`config.mk`:
```
export PLATFORM = sky130hd
export DESIGN_NAME = restoring_div_8
export DESIGN_NICKNAME = d
export VERILOG_FILES = /design/src/rtl/div_pkg.sv /design/src/rtl/div_step.sv /design/src/rtl/fa.sv /design/src/rtl/restoring_div_8.sv
export SDC_FILE = /design/constraint.sdc
export NUM_CORES = 1
export LEC_CHECK = 0
export CORE_ASPECT_RATIO = 1.1
export CORE_MARGIN = 2
export CORE_UTILIZATION = 56
export CTS_CLUSTER_SIZE = 30
export DETAILED_ROUTE_END_ITERATION = 7
export MAX_ROUTING_LAYER = met4
export PLACE_DENSITY = 0.89
export SETUP_SLACK_MARGIN = 0.1
export SYNTH_ARGS = -nofsm -noshare
export SYNTH_HDL_FRONTEND = slang
export SYNTH_HIERARCHICAL = 1
export SYNTH_SLANG_ARGS = --single-unit
```
`constraint.sdc`:
```
create_clock -name clk -period 13.6 [get_ports clk]
set_input_delay 2.04 -clock clk [delete_from_list [all_inputs] [get_ports clk]]
set_output_delay 2.04 -clock clk [all_outputs]
set_load 0.02 [all_outputs]
```
`src/rtl/div_pkg.sv`:
```
// Shared constants and FSM encoding for the 8-bit restoring divider.
package div_pkg;

  localparam int unsigned Width = 8;
  // One restoring step per quotient bit.
  localparam int unsigned Iters = Width;
  localparam int unsigned CntW  = $clog2(Iters);

  typedef enum logic [1:0] {
    StIdle = 2'd0,
    StRun  = 2'd1,
    StDone = 2'd2
  } state_e;

endpackage

```
`src/rtl/div_step.sv`:
```
// Trial subtraction a - b as a ripple of full adders (a + ~b + 1); borrow is the inverted carry.
module div_step
  import div_pkg::*;
(
  input  logic [Width:0] a_i,
  input  logic [Width:0] b_i,
  output logic [Width:0] diff_o,
  output logic           borrow_o
);

  logic [Width+1:0] carry;

  assign carry[0] = 1'b1;

  for (genvar i = 0; i <= Width; i++) begin : g_bit
    fa u_fa (
      .a_i  (a_i[i]),
      .b_i  (~b_i[i]),
      .ci_i (carry[i]),
      .s_o  (diff_o[i]),
      .co_o (carry[i+1])
    );
  end

  // No carry out of the top bit means a < b.
  assign borrow_o = ~carry[Width+1];

endmodule

```
`src/rtl/fa.sv`:
```
// Single-bit full adder cell.
module fa (
  input  logic a_i,
  input  logic b_i,
  input  logic ci_i,
  output logic s_o,
  output logic co_o
);

  // Sum and carry of three input bits.
  always_comb begin
    s_o  = a_i ^ b_i ^ ci_i;
    co_o = (a_i & b_i) | (a_i & ci_i) | (b_i & ci_i);
  end

endmodule

```
`src/rtl/restoring_div_8.sv`:
```
// 8-bit unsigned restoring divider: one quotient bit per cycle, divide-by-zero short cut.
module restoring_div_8
  import div_pkg::*;
(
  input  logic             clk,
  input  logic             rst,
  input  logic             start,
  input  logic [Width-1:0] A,
  input  logic [Width-1:0] B,
  output logic [Width-1:0] Q,
  output logic [Width-1:0] R,
  output logic             busy,
  output logic             done,
  output logic             div_zero
);

  state_e           state_q, state_d;
  logic [CntW-1:0]  cnt_q, cnt_d;
  logic [Width-1:0] rem_q, rem_d;
  // Dividend shifts out of the MSB while quotient bits shift in at the LSB.
  logic [Width-1:0] dvd_q, dvd_d;
  logic [Width-1:0] b_q, b_d;
  logic [Width-1:0] q_q, q_d;
  logic [Width-1:0] r_q, r_d;
  logic             dz_q, dz_d;

  logic [Width:0]   rem_shift;
  logic [Width:0]   trial;
  logic             borrow;
  logic             unused_trial_msb;

  assign rem_shift = {rem_q, dvd_q[Width-1]};

  div_step u_step (
    .a_i      (rem_shift),
    .b_i      ({1'b0, b_q}),
    .diff_o   (trial),
    .borrow_o (borrow)
  );

  // A successful trial is always below the divisor, so its MSB is zero.
  assign unused_trial_msb = trial[Width];

  // Next-state: accept in idle/done, iterate in run, capture results on the last step.
  always_comb begin
    state_d = state_q;
    cnt_d   = cnt_q;
    rem_d   = rem_q;
    dvd_d   = dvd_q;
    b_d     = b_q;
    q_d     = q_q;
    r_d     = r_q;
    dz_d    = dz_q;
    unique case (state_q)
      StIdle, StDone: begin
        state_d = StIdle;
        if (start) begin
          if (B == '0) begin
            state_d = StDone;
            q_d     = '1;
            r_d     = A;
            dz_d    = 1'b1;
          end else begin
            state_d = StRun;
            rem_d   = '0;
            dvd_d   = A;
            b_d     = B;
            cnt_d   = '0;
            dz_d    = 1'b0;
          end
        end
      end
      StRun: begin
        rem_d = borrow ? rem_shift[Width-1:0] : trial[Width-1:0];
        dvd_d = {dvd_q[Width-2:0], ~borrow};
        cnt_d = cnt_q + 1'b1;
        if (cnt_q == CntW'(Iters - 1)) begin
          state_d = StDone;
          q_d     = dvd_d;
          r_d     = rem_d;
        end
      end
      default: state_d = StIdle;
    endcase
  end

  // State registers with synchronous reset.
  always_ff @(posedge clk) begin
    if (rst) begin
      state_q <= StIdle;
      cnt_q   <= '0;
      rem_q   <= '0;
      dvd_q   <= '0;
      b_q     <= '0;
      q_q     <= '0;
      r_q     <= '0;
      dz_q    <= 1'b0;
    end else begin
      state_q <= state_d;
      cnt_q   <= cnt_d;
      rem_q   <= rem_d;
      dvd_q   <= dvd_d;
      b_q     <= b_d;
      q_q     <= q_d;
      r_q     <= r_d;
      dz_q    <= dz_d;
    end
  end

  assign Q        = q_q;
  assign R        = r_q;
  assign div_zero = dz_q;
  assign busy     = (state_q == StRun);
  assign done     = (state_q == StDone);

endmodule
```
==> impl_metrics.csv <==
group,metric,value,unit
job,drv_cap,0,
sta,whs,0.458,ns
routing,firstDrtPassIters,4,
logic_synthesis,netlist.area_leader.share,42.6,%
die,dieArea,4380,sq um
final_layout,fin_nets,307,
final_layout,fin_util,71.3,%
die,start_util,58.7,%
clock_tree,cts_sinks,46,
setup_path,start_kind,"register",
final_layout,finish.instance_area,2630,sq um
place,dp.cells,320,
final_layout,drive_gt1_share,4.68,%
power,vdd_drop_max,0.0867,mV
die,core,3680,sq um
sta,finalSetupViolations,0,
die,num_rows,23,
setup_path,cp_num_buf_inv,2,
logic_synthesis,yosys_register_bits,46,
grt,grt_overflow,0,
die,die_h,69.2,um
setup_path,crit_fanout,10,
clock_tree,cts_hold_buf,0,
sta,tns,0,ns
logic_synthesis,ys_warn_count,6,
routing,num_vias,1754,
setup_path,critPathArrivalTime,5.31,ns
routing,ant_nets,0,
clock_tree,tritoncts,"yes",
setup_path,crit_top_cell,"fa_1",
sta,period_needed,5.14,ns
sta,finClkSkew,0.00885,ns
setup_path,crit_slowest_cell,"fa_1",
final_layout,synthToLayoutAreaGrowth,21.5,%
routing,drt_iter0_markers,112,
logic_synthesis,yosys.area.top_type,"dfxtp_1",
logic_synthesis,synth_most_common_cell,"nor2_1",
final_layout,multi_input_area,1090,sq um
final_layout,n_fill_cell,321,
sta,fmax,195,MHz
logic_synthesis,ys_seq_area_share,42.6,%
logic_synthesis,syn_inst,248,
sta,slew_violations,0,
clock_tree,clk_latency,0.31,ns
setup_path,crit_chain,"inv_1 > fa_1 > fa_1 > fa_1 > fa_1 > fa_1 > fa_1 > fa_1 > fa_1 > fa_1 > inv_1 > mux2i_1 > mux2i_1 > mux2i_1 > nor2_1",
power,cellPowerDensity,106,nW/um^2
place,post-place-ws,8.57,ns
clock_tree,cts_made_buffers,5,
die,die_width,63.3,um
clock_tree,clk_pin_slew_worst_paths,0.08,ns
setup_path,critPathKind,"reg -> reg",
grt,grt_max_degree,47,
sta,setup_ws,8.46,ns
sta,rsz0062_at_grt,"no",
place,place_congestion,0.863,
place,port_buffers,37,
grt,grt_pass1_vias,1689,
place,dpl_cell_area,2540,sq um
routing,vias_per_cell,5.35,
logic_synthesis,syn_area,2160,sq um
clock_tree,cts_setup_buffers,0,
sta,finalCritPeriodShare,37.8,%
power,p_total,0.279,mW
logic_synthesis,yosys-top-cells-area,"dfxtp_1, mux2i_1, nor2_1",
routing,routedWlPerCell,13.9,um
sta,worst_pin_slew,1.16,ns
setup_path,endpoint_kind,"register",
sta,hold_viol,0,
clock_tree,post_cts_resized,0,
clock_tree,cts_max_level,2,
setup_path,critPathTopFamily,"adder cells",
status,outcome,"finished clean",
routing,drt-total-wl,4.57,mm
logic_synthesis,synthTopCellsByCount,"nor2_1, dfxtp_1, mux2i_1, inv_1, nand2_1",
logic_synthesis,synth.avg_cell_area,8.72,sq um
power,p_leak,1.05,nW
grt,antenna_found_initial,0,
logic_synthesis,async_reset_ff_share,0,%
logic_synthesis,ys.flop_type,"dfxtp_1",
place,dp_hpwl,3.20,mm
clock_tree,cts-root-buf,"clkbuf_8",
grt,grt.total_usage,23.3,%
grt,grt_pass1_wl,7.83,mm
final_layout,antenna_cells,0,
routing,drc,0,
final_layout,finalNonFillerCells,328,
worst_hold_path,hold_path_class,"reg -> reg",
clock_tree,cts_buffer_depth,2,
sta,slew_headroom,22.4,%
logic_synthesis,yosys.cell_types.count,30,
logic_synthesis,syn_nets,278,
setup_path,crit_required,13.78,ns
die,pin_count,38,
logic_synthesis,synth_edf_count,0,
setup_path,critical-path-max-stage-delay,0.41,ns
final_layout,regArea,921,sq um
## flip-flops by register name, summed over array words and instances (netlist names)
register  count
dvd_q         8
b_q           8
cnt_q         3
div_zero      1
R             8
rem_q         8
state_q       2
Q             8
## final timing paths
kind,startpoint,to,slack (ns),cells past startpoint
setup reg to reg,b_q[0],R[2],8.46,15
hold / removal,b_q[6],b_q[6],0.46,2
hold reg to reg,b_q[6],b_q[6],0.46,2
setup / recovery,b_q[0],R[2],8.46,15
## cells by family after synthesis
group | after synthesis | share of synthesized area [%]
adder cells (fa/ha/maj) | 11 | 9.48
other | 2 | 0.347
buffers and inverters | 37 | 6.94
flip-flops | 46 | 42.6
AO/OA/AOI/OAI | 33 | 10.8
multiplexers | 22 | 10.2
AND/OR/NAND/NOR | 97 | 19.7
## area by class of cell
type | count | share of cell area (%)
repair buffers | 39 | 14.7
multi-input cells | 165 | 41.6
inverters | 20 | 2.86
flip-flops and latches | 46 | 35.0
well taps | 50 | 2.38
clock inverters | 1 | 0.190
clock buffers | 7 | 3.29
## placed cells by master, fill, tap and decap left out, types with 2 or more instances in the layout
cell type and instances:
nand3_1 3, dfxtp_1 46, clkdlybuf4s50_1 37, fa_1 9, nor2b_1 3, conb_1 2
mux2i_1 22, nand2_1 18, a31oi_1 8, a21oi_1 12, nand2b_1 2, inv_1 20
a2111oi_0 8, o21ai_1 2, ha_1 2, nor2_1 50, clkbuf_8 6, nor3_1 15
buf_4 2
## worst register-to-register path: stages (launching register included)
cell     delay [ns]
dfxtp_1        0.34
inv_1          0.06
fa_1           0.41
fa_1           0.39
fa_1           0.39
fa_1           0.39
fa_1           0.39
fa_1           0.39
fa_1           0.39
fa_1           0.39
fa_1           0.37
inv_1          0.38
mux2i_1        0.37
mux2i_1        0.13
mux2i_1        0.18
nor2_1         0.06
## power breakdown
part	internal [mW]	switching [mW]	total [mW]
registers	0.140	0.00464	0.145
clock network	0.0410	0.0457	0.0867
logic	0.0210	0.0265	0.0475
total	0.202	0.0768	0.279
## metal layers
metal	track usage [%]	routed length [um]
met3	5.36	223
met1	28.6	1930
met4	7.25	70
met5	-	0
met2	38.2	2350
No activity file was read; power rests on OpenSTA's default activity.
==> RTL change 1 (same settings) <==
Encoding of `state_e`: now one-hot (3 bits for 3 states).
--- a/src/rtl/div_pkg.sv
+++ b/src/rtl/div_pkg.sv
@@ -6,10 +6,10 @@
   localparam int unsigned Iters = Width;
   localparam int unsigned CntW  = $clog2(Iters);
 
-  typedef enum logic [1:0] {
-    StIdle = 2'd0,
-    StRun  = 2'd1,
-    StDone = 2'd2
+  typedef enum logic [2:0] {
+    StIdle = 3'b001,
+    StRun  = 3'b010,
+    StDone = 3'b100
   } state_e;
 
 endpackage
Formal check against the unedited RTL: same outputs for any inputs over 10 cycles, from zero or initial values and one cycle with rst high; not proved beyond that.
==> RTL change 1 against the unedited design <==
  * Total power is 0.48% higher
  * Setup slack better by 52 ps
  * Synthesized cell count is 6.9% lower
  * Cell area is 3.7% higher
  * Area after synthesis is 4.6% higher
  * First-iteration DRC count is 15% higher
  * Fmax is 1.0% higher
  * Critical endpoint is now R[0]
  * Worst hold slack better by 9.3 ps
  * Sequential cell count is 1 higher
  * Routed wire length is 0.92% lower
  * Clock power is 12% higher
==> RTL change 1: results (changes against the unedited design) <==
metric,value,unit,change
vdd_ir_drop_max,58.55,µV,was 86.71 µV
grt_max_degree,37,,was 47
p_total,280.6,µW,was 279.3 µW
place_inst,304,,was 320
hold_ws,467.2,ps,was 457.9 ps
track_usage,0.2238,,was 0.2327
holdPathEnd,R[4],,was b_q[6]
nFillCells,309,,was 321
drt_iter0_drc,129,,was 112
outcome,"finished, final reports clean",,unchanged
gp_congestion,0.8285,,was 0.8627
ys_types,36,,was 30
syn_avg_cell_area,9.798,µm²,was 8.723 µm²
swShare,0.2368,,was 0.2750
register_area,940.9,µm²,was 920.9 µm²
met1_usage,0.2639,,was 0.2857
met3_usage,0.05564,,was 0.05357
p_seq,145,µW,about the same
wirelength,4527,µm,was 4569 µm
nClkBuffers,6,,was 7
n_all_inverters,12,,was 20
buf_share,0.1387,,was 0.1467
multi_input_gates,155,,was 165
rows,24,,was 23
cp.arrival,5250,ps,was 5310 ps
syn-num-nets,261,,was 278
nNonClkBuffers,38,,was 39
drive_above_1_share,0.1313,,was 0.04676
slew_headroom,0.2070,,was 0.2236
pre_cts_ws,8547,ps,was 8565 ps
clock_cell_area_share,0.03767,,was 0.03476
seq_area_frac_synth,0.4157,,was 0.4257
wirelength_met1,1976,µm,was 1929 µm
fin_nets,289,,was 307
r2r_start,b_q[0],,unchanged
finalClockSkew,7.616,ps,was 8.847 ps
met2_length,2300,µm,was 2347 µm
nFlopsAndLatches,47,,was 46
met3_length,192,µm,was 223 µm
placed_area,2621,µm²,was 2536 µm²
grt_pass1_wl,7755,µm,was 7831 µm
wl_per_cell,14.56,µm,was 13.93 µm
met2_usage,0.3762,,was 0.3818
grt_pass1_vias,1695,,was 1689
p_leak,0.001071,µW,was 0.001046 µW
fin_crit_sh,0.3738,,was 0.3776
synthTopCellsByArea,"dfxtp_1 (42%), fa_1 (8.0%), mux2i_1 (8.0%), nand2_1 (3.8%), a21oi_1 (3.5%)",,"was dfxtp_1 (43%), mux2i_1 (10%), nor2_1 (8.7%), fa_1 (8.3%), inv_1 (3.5%)"
fin_area,2724,µm²,was 2628 µm²
[RTL change 1: changes by cell type after synthesis, moves of 5 or more]
| cell | unedited run | this run |
|---|---|---|
| nor2_1 | 50 | 14 |
| nor3_1 | 15 | 0 |
| o21ai_0 | 1 | 14 |
| inv_1 | 20 | 11 |
| a2111oi_0 | 8 | 0 |
| a221o_1 | 0 | 8 |
| o221a_2 | 0 | 7 |
| mux2_2 | 0 | 6 |
| nand3_2 | 0 | 6 |
| a21oi_2 | 0 | 5 |
| a31oi_1 | 8 | 3 |
| nand2_1 | 18 | 23 |
[RTL change 1: cells by family (layout without fill, tap and decap cells)]
group,Yosys count,after routing,synth area share
AOI/OAI and AO/OA,56,56,0.1775
xor gates and xnor gates,1,1,0.003870
adders and majority gates,11,11,0.09065
buffers and inverters,29,57,0.06247
DFF,47,47,0.4157
muxes,24,24,0.1094
other,2,2,0.003318
and+or+nand+nor,61,61,0.1371
==> RTL change 2 (same settings) <==
Without the edit above. Change the package constant `Width` from 8 to 16.
--- a/src/rtl/div_pkg.sv
+++ b/src/rtl/div_pkg.sv
@@ -1,7 +1,7 @@
 // Shared constants and FSM encoding for the 8-bit restoring divider.
 package div_pkg;
 
-  localparam int unsigned Width = 8;
+  localparam int unsigned Width = 16;
   // One restoring step per quotient bit.
   localparam int unsigned Iters = Width;
   localparam int unsigned CntW  = $clog2(Iters);
Ports: changed (resized A, B, Q and R); port bits go from 38 to 70. No check against the original RTL was run, so the function may have changed too.
==> RTL change 2 against the unedited design <==
  * Cell area up 91%
  * Sequential cell count rose by 41
  * Total power up 91%
  * Setup slack lost 3400 ps
  * Area after synthesis up 93%
  * Die area is 87% higher
  * Routed wire length increased by 110%
  * Clock power grew 94%
  * Fmax down 40%
==> RTL change 2: results (changes against the unedited design) <==
metric,value,unit,change
post-dp-hpwl,6324,µm,was 3197 µm
grt_max_degree,104,,was 47
fin_nets,582,,was 307
outcome,"finished, final reports clean",,unchanged
grt_pass1_wl,15330,µm,was 7831 µm
vdd_ir_drop_max,73.12,µV,was 86.71 µV
root_buffer,clkbuf_8,,unchanged
drt_iter0_drc,246,,was 112
slowest_stage,inv_1,,was fa_1
syn-num-nets,537,,was 278
ys_types,32,,was 30
grt_pass1_vias,3222,,was 1689
slew_headroom,0.2117,,was 0.2236
clk_pin_slew,100,ps,was 80 ps
min_path_type,flip-flop to flip-flop,,unchanged
diodes,0,,unchanged
seq_area_frac_synth,0.4169,,was 0.4257
path_delay_family,adder cells,,unchanged
startpoint,dvd_q[15],,was b_q[0]
synth_flop_cell,dfxtp_1,,unchanged
synthTopCellsByArea,"dfxtp_1 (42%), fa_1 (8.1%), mux2i_1 (7.7%), nor2_1 (7.3%), a21oi_1 (4.6%)",,"was dfxtp_1 (43%), mux2i_1 (10%), nor2_1 (8.7%), fa_1 (8.3%), inv_1 (3.5%)"
hold_path_depth,2,,unchanged
ys_async_sr_fraction,0,,unchanged
drive_above_1_share,0.05618,,was 0.04676
cts_setup_buffers,0,,unchanged
gp_congestion,0.8039,,was 0.8627
met3_usage,0.03584,,was 0.05357
critPathMaxFanout,18,,was 10
swShare,0.2925,,was 0.2750
reg2regPathDepth,22,,was 15
wirelength,9490,µm,was 4569 µm
met1_usage,0.3127,,was 0.2857
nFillCells,607,,was 321
p_leak,0.002023,µW,was 0.001046 µW
cts_resized,0,,unchanged
cts_made_buffers,9,,was 5
critPathCapture,rem_q[3],,was R[2]
cp_slowest_stage_delay,630,ps,was 410 ps
ys_warn_count,6,,unchanged
track_usage,0.2456,,was 0.2327
synth_commonest_cells,"dfxtp_1 (87), nor2_1 (81), nand2_1 (50)",,"was nor2_1 (50), dfxtp_1 (46), mux2i_1 (22)"
finalClockSkew,15.07,ps,was 8.847 ps
ff2ff_setup_slack,5030,ps,was 8460 ps
io_buffers,69,,was 37
clock_path_buffers,2,,unchanged
first_pass_iters,5,,was 4
cpMostUsedCell,fa_1,,unchanged
met2_usage,0.3936,,was 0.3818
htreeDepth,3,,was 2
avgViaCountPerCell,5.548,,was 5.348
antenna_found_initial,0,,unchanged
clk_latency,360,ps,was 310 ps
[RTL change 2: cell types whose count changed in the layout (fill, tap and decap cells not counted), moves of 9 or more]
cell	before	now
a31oi_1	8	17
nor3_1	15	2
clkdlybuf4s50_1	37	68
dfxtp_1	46	87
mux2i_1	22	32
nand2_1	18	50
a21oi_1	12	37
a211oi_1	0	25
inv_1	20	34
a211o_1	0	16
nor2_1	50	81
nand2b_1	2	17
[RTL change 2: power by group through the flow]
stage	logic [µW]	registers, µW	clock network, µW
2_1_floorplan	67.3	276	0
3_3_place_gp	89.1	278	0
3_5_place_dp	92.7	278	0
4_1_cts	93.3	272	170
5_1_grt	104	274	181
6_report	94.1	272	168
[RTL change 2: worst reg2reg max path, cell delays in order (launching register included)]
cell     delay [ps]
dfxtp_1         350
fa_1            440
fa_1            400
fa_1            400
fa_1            410
fa_1            410
fa_1            400
fa_1            390
fa_1            390
fa_1            390
fa_1            400
fa_1            400
fa_1            390
fa_1            390
fa_1            390
fa_1            390
fa_1            390
fa_1            360
inv_1           630
mux2i_1         340
nor2_1          100
a31oi_1         200
nor2_1           50
[RTL change 2: cells by family after synthesis]
| group | count (synthesis) | share of synthesized area |
|---|---|---|
| AOI/OAI and AO/OA | 106 | 0.1791 |
| and+or+nand+nor | 166 | 0.1698 |
| DFF | 87 | 0.4169 |
| muxes | 32 | 0.07667 |
| other | 2 | 0.001798 |
| buffers and inverters | 73 | 0.07128 |
| adders and majority gates | 18 | 0.08446 |
[RTL change 2: how the worst min path moves through the flow]
stage	startpoint	to	slack, ps
3_5_place_dp	Q[15]	Q[15]	440
6_report	Q[14]	Q[14]	460
4_1_cts	Q[7]	Q[7]	460
3_3_place_gp	Q[4]	Q[4]	440
5_1_grt	Q[6]	Q[6]	480
2_1_floorplan	b_q[0]	b_q[0]	440
[RTL change 2: cell type report]
class | count | area share
Clock buffer | 11 | 0.02814
Clock inverter | 5 | 0.008217
Inverter | 35 | 0.02615
Multi-Input combinational cell | 324 | 0.4283
Sequential cell | 87 | 0.3466
Tap cell | 87 | 0.02166
Timing Repair Buffer | 72 | 0.1409
[RTL change 2: through the flow]
stage,instance area [µm²],setup WS [ps],utilization,hold WS [ps],cells
2_1_floorplan,4178,5448,-,436.3,484
3_3_place_gp,4842,5217,0.6588,438.5,605
3_5_place_dp,4842,5093,0.6588,444.1,605
4_1_cts,5025,5062,0.6837,459.1,621
5_1_grt,5025,4698,0.6837,478.9,621
6_report,5025,5028,0.6837,458.9,621
[RTL change 2: per-layer routing]
metal / up-vias / part of all wire
li1: 1705 / -
met1: 1607 / 0.44
met2: 125 / 0.50
met3: 8 / 0.055
met4: 0 / 0.011
met5: - / 0
